--- src/rtl/multi_edge_detector.sv ---
// Multi-channel edge detector: optional input synchroniser, per-channel edge mode,
// retriggerable stretched pulse, sticky flag and saturating edge counter per channel.
module multi_edge_detector #(
  parameter int unsigned WIDTH       = 8,
  parameter int unsigned SYNC_STAGES = 2,
  parameter int unsigned PULSE_LEN   = 1,
  parameter int unsigned CNT_W       = 8,
  localparam int unsigned SelW       = (WIDTH > 1) ? $clog2(WIDTH) : 1
) (
  input  logic               clk,
  input  logic               reset,
  input  logic [WIDTH-1:0]   din,
  input  logic [2*WIDTH-1:0] mode,
  input  logic [WIDTH-1:0]   clr,
  input  logic [SelW-1:0]    cnt_sel,
  output logic [WIDTH-1:0]   dout,
  output logic [WIDTH-1:0]   sticky,
  output logic [CNT_W-1:0]   cnt_out
);

  localparam int unsigned TimerW = $clog2(PULSE_LEN + 1);
  localparam logic [TimerW-1:0] PulseLoad = TimerW'(PULSE_LEN);
  localparam logic [CNT_W-1:0]  CntMax    = '1;

  logic [WIDTH-1:0] s;

  if (SYNC_STAGES == 0) begin : g_no_sync
    assign s = din;
  end else begin : g_sync
    logic [WIDTH-1:0] sync_q [SYNC_STAGES];
    logic [WIDTH-1:0] sync_d [SYNC_STAGES];

    always_comb begin
      sync_d[0] = din;
      for (int k = 1; k < int'(SYNC_STAGES); k++) begin
        sync_d[k] = sync_q[k-1];
      end
    end

    always_ff @(posedge clk or posedge reset) begin
      if (reset) begin
        sync_q <= '{default: '0};
      end else begin
        sync_q <= sync_d;
      end
    end

    assign s = sync_q[SYNC_STAGES-1];
  end

  logic [WIDTH-1:0]  prev_q, prev_d;
  logic [WIDTH-1:0]  sticky_q, sticky_d;
  logic [WIDTH-1:0]  rise, fall, edge_hit;
  logic [TimerW-1:0] timer_q [WIDTH];
  logic [TimerW-1:0] timer_d [WIDTH];
  logic [CNT_W-1:0]  cnt_q [WIDTH];
  logic [CNT_W-1:0]  cnt_d [WIDTH];

  // prev follows s in every mode so enabling a channel never sees stale history.
  assign prev_d = s;
  assign rise   = s & ~prev_q;
  assign fall   = ~s & prev_q;

  always_comb begin
    edge_hit = '0;
    for (int i = 0; i < int'(WIDTH); i++) begin
      case (mode[2*i +: 2])
        2'b01:   edge_hit[i] = rise[i];
        2'b10:   edge_hit[i] = fall[i];
        2'b11:   edge_hit[i] = rise[i] | fall[i];
        default: edge_hit[i] = 1'b0;
      endcase
    end
  end

  always_comb begin
    sticky_d = '0;
    for (int i = 0; i < int'(WIDTH); i++) begin
      timer_d[i] = '0;
      cnt_d[i]   = cnt_q[i];
      if (edge_hit[i]) begin
        timer_d[i] = PulseLoad;
      end else if (timer_q[i] != '0) begin
        timer_d[i] = timer_q[i] - 1'b1;
      end
      sticky_d[i] = edge_hit[i] | (sticky_q[i] & ~clr[i]);
      // An edge coinciding with clr counts as the first edge after the clear.
      if (clr[i]) begin
        cnt_d[i] = edge_hit[i] ? CNT_W'(1) : '0;
      end else if (edge_hit[i] && (cnt_q[i] != CntMax)) begin
        cnt_d[i] = cnt_q[i] + 1'b1;
      end
    end
  end

  always_ff @(posedge clk or posedge reset) begin
    if (reset) begin
      prev_q   <= '0;
      sticky_q <= '0;
      timer_q  <= '{default: '0};
      cnt_q    <= '{default: '0};
    end else begin
      prev_q   <= prev_d;
      sticky_q <= sticky_d;
      timer_q  <= timer_d;
      cnt_q    <= cnt_d;
    end
  end

  always_comb begin
    dout = '0;
    for (int i = 0; i < int'(WIDTH); i++) begin
      dout[i] = (timer_q[i] != '0);
    end
  end

  assign sticky = sticky_q;

  always_comb begin
    cnt_out = '0;
    for (int i = 0; i < int'(WIDTH); i++) begin
      if (cnt_sel == SelW'(i)) begin
        cnt_out = cnt_q[i];
      end
    end
  end

endmodule

--- config.mk ---
export PLATFORM = sky130hd
export DESIGN_NAME = multi_edge_detector
export DESIGN_NICKNAME = d
export VERILOG_FILES = /design/src/rtl/multi_edge_detector.sv
export SDC_FILE = /design/constraint.sdc
export NUM_CORES = 1
export LEC_CHECK = 0
export CORE_AREA = 4 4 108 162
export CTS_CLUSTER_SIZE = 14
export DETAILED_ROUTE_END_ITERATION = 6
export DIE_AREA = 0 0 112 166
export GPL_TIMING_DRIVEN = 0
export SYNTH_ARGS = -nofsm -noshare
export SYNTH_HDL_FRONTEND = slang
export SYNTH_SLANG_ARGS = --single-unit
--- constraint.sdc ---
create_clock -name clk -period 3.65 [get_ports clk]
set_input_delay 0.73 -clock clk [delete_from_list [all_inputs] [get_ports clk]]
set_output_delay 0.73 -clock clk [all_outputs]
set_load 0.1 [all_outputs]
== After elaboration in Yosys (flattened, before gate mapping) ==
Index checks and enable logic that the tools add are counted.

* $add $sub $neg: 16
* Equality and inequality tests: 39
* Multiplexer cells: 56
* Bitwise gates (word level): 36
* Reduce and logical (&&, ||, !) cells: 17

{| class="wikitable"
|+ Operators by type and width
! cell !! count
|-
| 8-bit 2-to-1 mux || 24
|-
| 8-bit by 1-bit adder with 8-bit output, second input constant || 8
|-
| 8-bit inequality test, second input constant || 8
|-
| 2-bit equality test, second input constant || 16
|-
| 1-bit 2-to-1 mux || 24
|-
| 1-bit case mux with 3 select lines || 8
|-
| 8-bit AND || 2
|-
| 2-bit by 1-bit equality test with 1-bit output, second input constant || 8
|-
| 8-bit NOT || 2
|-
| 1-bit OR || 16
|-
| 2-bit nonzero test || 8
|-
| 3-bit equality test, second input constant || 4
|-
| 1-bit AND || 8
|-
| 1-bit logical AND || 8
|-
| 1-bit NOT || 8
|-
| 1-bit subtractor, second input constant || 8
|-
| 3-bit by 2-bit equality test with 1-bit output, second input constant || 2
|-
| 3-bit by 1-bit equality test with 1-bit output, second input constant || 1
|-
| 3-bit zero test || 1
|}

* Flip-flop bits (word level): 104
* Output and inout bits: 24
* Word-level logic and storage cells: 184

== Logic depth before layout (Yosys ltp) ==
* Word-level depth: 9
* Gate-level depth with buffers: 9
* Depth with buffers taken out: 8

== Least setup slack after synthesis ==
No wires, ideal clock.

* Path type: input to output
* Start: input port cnt_sel[1]
* End: output port cnt_out[4]
* Arrival: 3552 ps
* Data required time: 2920 ps
* Path slack: -632 ps
* Stages: 5
* Buffers on the path: 2
* Cells stage by stage: buf_2 > buf_2 > and2_1 > a221oi_1 > o21ai_0

* Longest elaborated chain between the ends: 9

{| class="wikitable"
|+ RTL lines
! item !! RTL line !! text
|-
| start: declaration || 15 || <nowiki>input logic [SelW-1:0] cnt_sel,</nowiki>
|-
| 3-bit zero test || 122 || <nowiki>if (cnt_sel == SelW'(i)) begin</nowiki>
|-
| 8-bit 2-to-1 mux (7 in a row) || 122 ||
|-
| 8-bit 2-to-1 mux * || 122 ||
|-
| end: declaration || 18 || <nowiki>output logic [CNT_W-1:0] cnt_out</nowiki>
|}

Mark *: on every way between the ends. The rest lies on a longest branch, timed or not.

== Worst setup path after layout ==
* Start: input port cnt_sel[1]
* End: output port cnt_out[6]

The elaborated chain is that of the path after synthesis.

==> results by group <==
Outcome
  • Status: finished clean

Setup path
  • Crit Path Class: in -> out
  • Crit path max fanout: 10
  • Delay of the slowest critical-path stage: 0.51 ns
  • Crit path max-delay family: buffers and inverters
  • CP Capture Type: output port
  • Buf/Inv on CP: 4
  • CP required: about 3 ns
  • Critical-path cell list: clkdlybuf4s50_1 > clkbuf_4 > clkbuf_4 > mux2i_1 > nor2_1 > a21oi_1 > nor2_1 > o31a_1 > clkbuf_4
  • Register-to-register setup slack: between 1.5 and 2 ns
  • CP Launch Type: input port
  • Slowest CP cell: clkdlybuf4s50_1
  • CP Data Arrival Time: between 2 and 3 ns
  • Most frequent cell on the critical path: clkbuf_4

STA
  • Worst Tran Pin Value: between 0.9 and 1 ns
  • Final setup violation count: 0
  • Clock Skew: 0.00725 ns
  • Post-layout worst setup margin: ~0.095 ns
  • Hold slack: roughly 0.35 ns
  • Fmax: 281 MHz
  • Max Slew Vio Count: 0
  • Slew HR: 34.3%
  • Hold Vio Cnt, Final: 0
  • Post-route clock period utilization: between 90% and 100%
  • RSZ-0062 raised after global routing: true
  • Fin Setup TNS: 0 ns
  • Final min period: 3.56 ns

Floorplanning
  • IO Pins: slightly above 60
  • Die Width: between 100 and 150 um
  • Rows: 57
  • Vert. Die Dim: 166 um
  • Core area: 16,000 sq um
  • Die ar.: 18,600 sq um
  • Initial Util: about a third

Detailed routing
  • First DRT Iteration DRCs: about 160
  • Antenna Nets Post-Route: 0
  • DRC: 0
  • Detailed Route WL: about 13,000 um
  • Drt first pass iters: 4
  • WL/cell: 15.1 um
  • Top routing layer in use: met5
  • Via count: between 4,000 and 5,000
  • Routed wl met3: a little under 500 um
  • Met1 WL: between 5000 and 6000 um
  • Post-DR vias/cell: around 5.3
  • Met2 WL: slightly below 7000 um

Final layout
  • Ant diodes: 0
  • Design Area, Final: 6640 sq um
  • Final layout net count: ~700
  • P&R area growth vs syn: 19.4%
  • Final cell count without fillers: 846
  • Fraction of layout cells with a size suffix above 1: 8.28%
  • Layout Utilization: 41.4%

Power and ir drop
  • Leakage power: between 2 and 3 nW
  • Maximum vdd drop: approximately 0.00018 V
  • Total Power: around 2.7 mW
  • Cell area power density: just over 400 nW/um^2

Placed design
  • Cells after DPL: 830
  • Placed Area: about 6400 sq um
  • Post-placement setup slack: -0.733 ns
  • GP Congestion: approximately 0.87
  • Port bufs: 51
  • Detailed Place HPWL: 9740 um

Yosys
  • Most frequent cell after synthesis: dfrtp_1
  • Ranking of synthesized cells by area: dfrtp_1 (47%), ha_1 (5.4%), nor2_1 (4.3%), a21oi_1 (3.3%), mux2i_1 (2.9%)
  • Yosys cell types: 66
  • Synth async-reset ratio: between 90% and 100%
  • Register bit total from synthesis: 104
  • Number of enable flip-flop cells after synthesis: 0
  • Ys Warns: 0
  • Post-synth top area share: between 40 and 50%
  • Post-synthesis average cell area: 9.72 sq um
  • Mapped cell area: 5560 sq um
  • Predominant post-synthesis flop cell: dfrtp_1
  • Cell count after synthesis: roughly 570
  • Post-synth top area cell: dfrtp_1
  • Register area share after synthesis: 46.8%
  • Post-synth top cells: dfrtp_1 (104), nor2_1 (63), nand2_1 (42)
  • Syn Nets: 633

CTS
  • TritonCTS clock tree: yes
  • CTS Root Cell: clkbuf_16
  • CTS Buffer Depth: 2
  • Clk pin slew, worst setup/hold paths: approximately 0.07 ns
  • Clock buffer count from CTS: 9
  • Clk sink count: ~100
  • CTS Hold Bufs: 0
  • Postcts setup bufs: 0
  • Clk_lat worst skew: 0.36 ns
  • H-tree levels: 3

Global routing
  • First-pass GRT wire length: 21,300 um
  • Largest net degree at the start of global routing: 57
  • Antenna violations before repair: 1
  • Gr ovfl total: 0
  • Number of global-route vias before repair: between 4,000 and 5,000
  • GRT Total Usage: between 10 and 15%

Min path
  • Worst min path class: reg -> reg

Flow run
  • Maximum capacitance violations: 0
-- report_power, final --
group / internal [mW] / total [mW] / switching (mW)
clock network: 0.501 / 0.935 / 0.434
logic: 0.159 / 0.522 / 0.363
registers: 1.21 / 1.27 / 0.0572
total: 1.87 / 2.72 / 0.854
-- sequential cells by signal, indices dropped and copies added (netlist names) --
name and count:
cnt_q 64, prev_q 8, dout 8, sticky 8, g_sync.sync_d 8, prev_d 8
-- cell families after synthesis --
logic type	synth area share [%]
buffers and inverters	4.00
muxes	4.90
adders and majority gates	5.40
and+or+nand+nor	20.5
DFF	46.8
AOI/OAI and AO/OA	14.4
xor gates and xnor gates	4.09
-- layout by cell type, fill, tap and decap left out, types with 11 or more instances in the layout --
cell / count
nor3_1: 12
nor2_1: 63
inv_1: 29
o21ai_0: 11
ha_1: 24
xnor2_1: 12
nand3_1: 28
xor2_1: 14
nand2_1: 42
a21oi_1: 37
dfrtp_1: 104
nand4_1: 14
mux2i_1: 16
nor2b_1: 16
clkdlybuf4s50_1: 43
-- metal layers --
layer	track usage (%)	vias up
li1	-	2172
met1	15.5	2202
met2	25.5	92
met3	2.52	29
met4	6.33	2
met5	0	-
-- area by class of cell --
cell class | instances | area, sq um
sequential | 104 | 2600
timing repair buffer | 52 | 526
fill | 1567 | 9410
inverter | 31 | 119
clock inverter | 4 | 28.8
buffer | 24 | 111
clock buffer | 12 | 256
multi-input combinational | 413 | 2740
tap | 206 | 258
-- final timing paths --
| check | end | cells past startpoint | start |
|---|---|---|---|
| hold / removal | prev_d[4]$_DFF_PP0_ | 0 | g_sync.sync_d[4]$_DFF_PP0_ |
| hold reg to reg | prev_d[4]$_DFF_PP0_ | 0 | g_sync.sync_d[4]$_DFF_PP0_ |
| max in group asynchronous | cnt_q[17]$_DFFE_PP0P_ | 3 | reset |
| setup reg to reg | cnt_q[28]$_DFFE_PP0P_ | 8 | prev_q[4]$_DFF_PP0_ |
| min in group asynchronous | g_sync.sync_d[6]$_DFF_PP0_ | 2 | reset |
| setup / recovery | cnt_out[6] | 9 | cnt_sel[1] |
-- timing repair --
item | 4_1_cts | 5_1_grt
resized for setup | 37 | 8
endpoints found under the setup margin | 8 | 5
cloned | 0 | 0
-- worst register-to-register path, cell delays in order (launching register included) --
cell	delay (ns)
dfrtp_1	0.35
inv_1	0.05
ha_1	0.27
and2b_1	0.20
o21ai_2	0.07
and2_4	0.14
buf_6	0.12
or4_1	0.49
a21oi_1	0.16
Power figures use the tool's default switching activity.
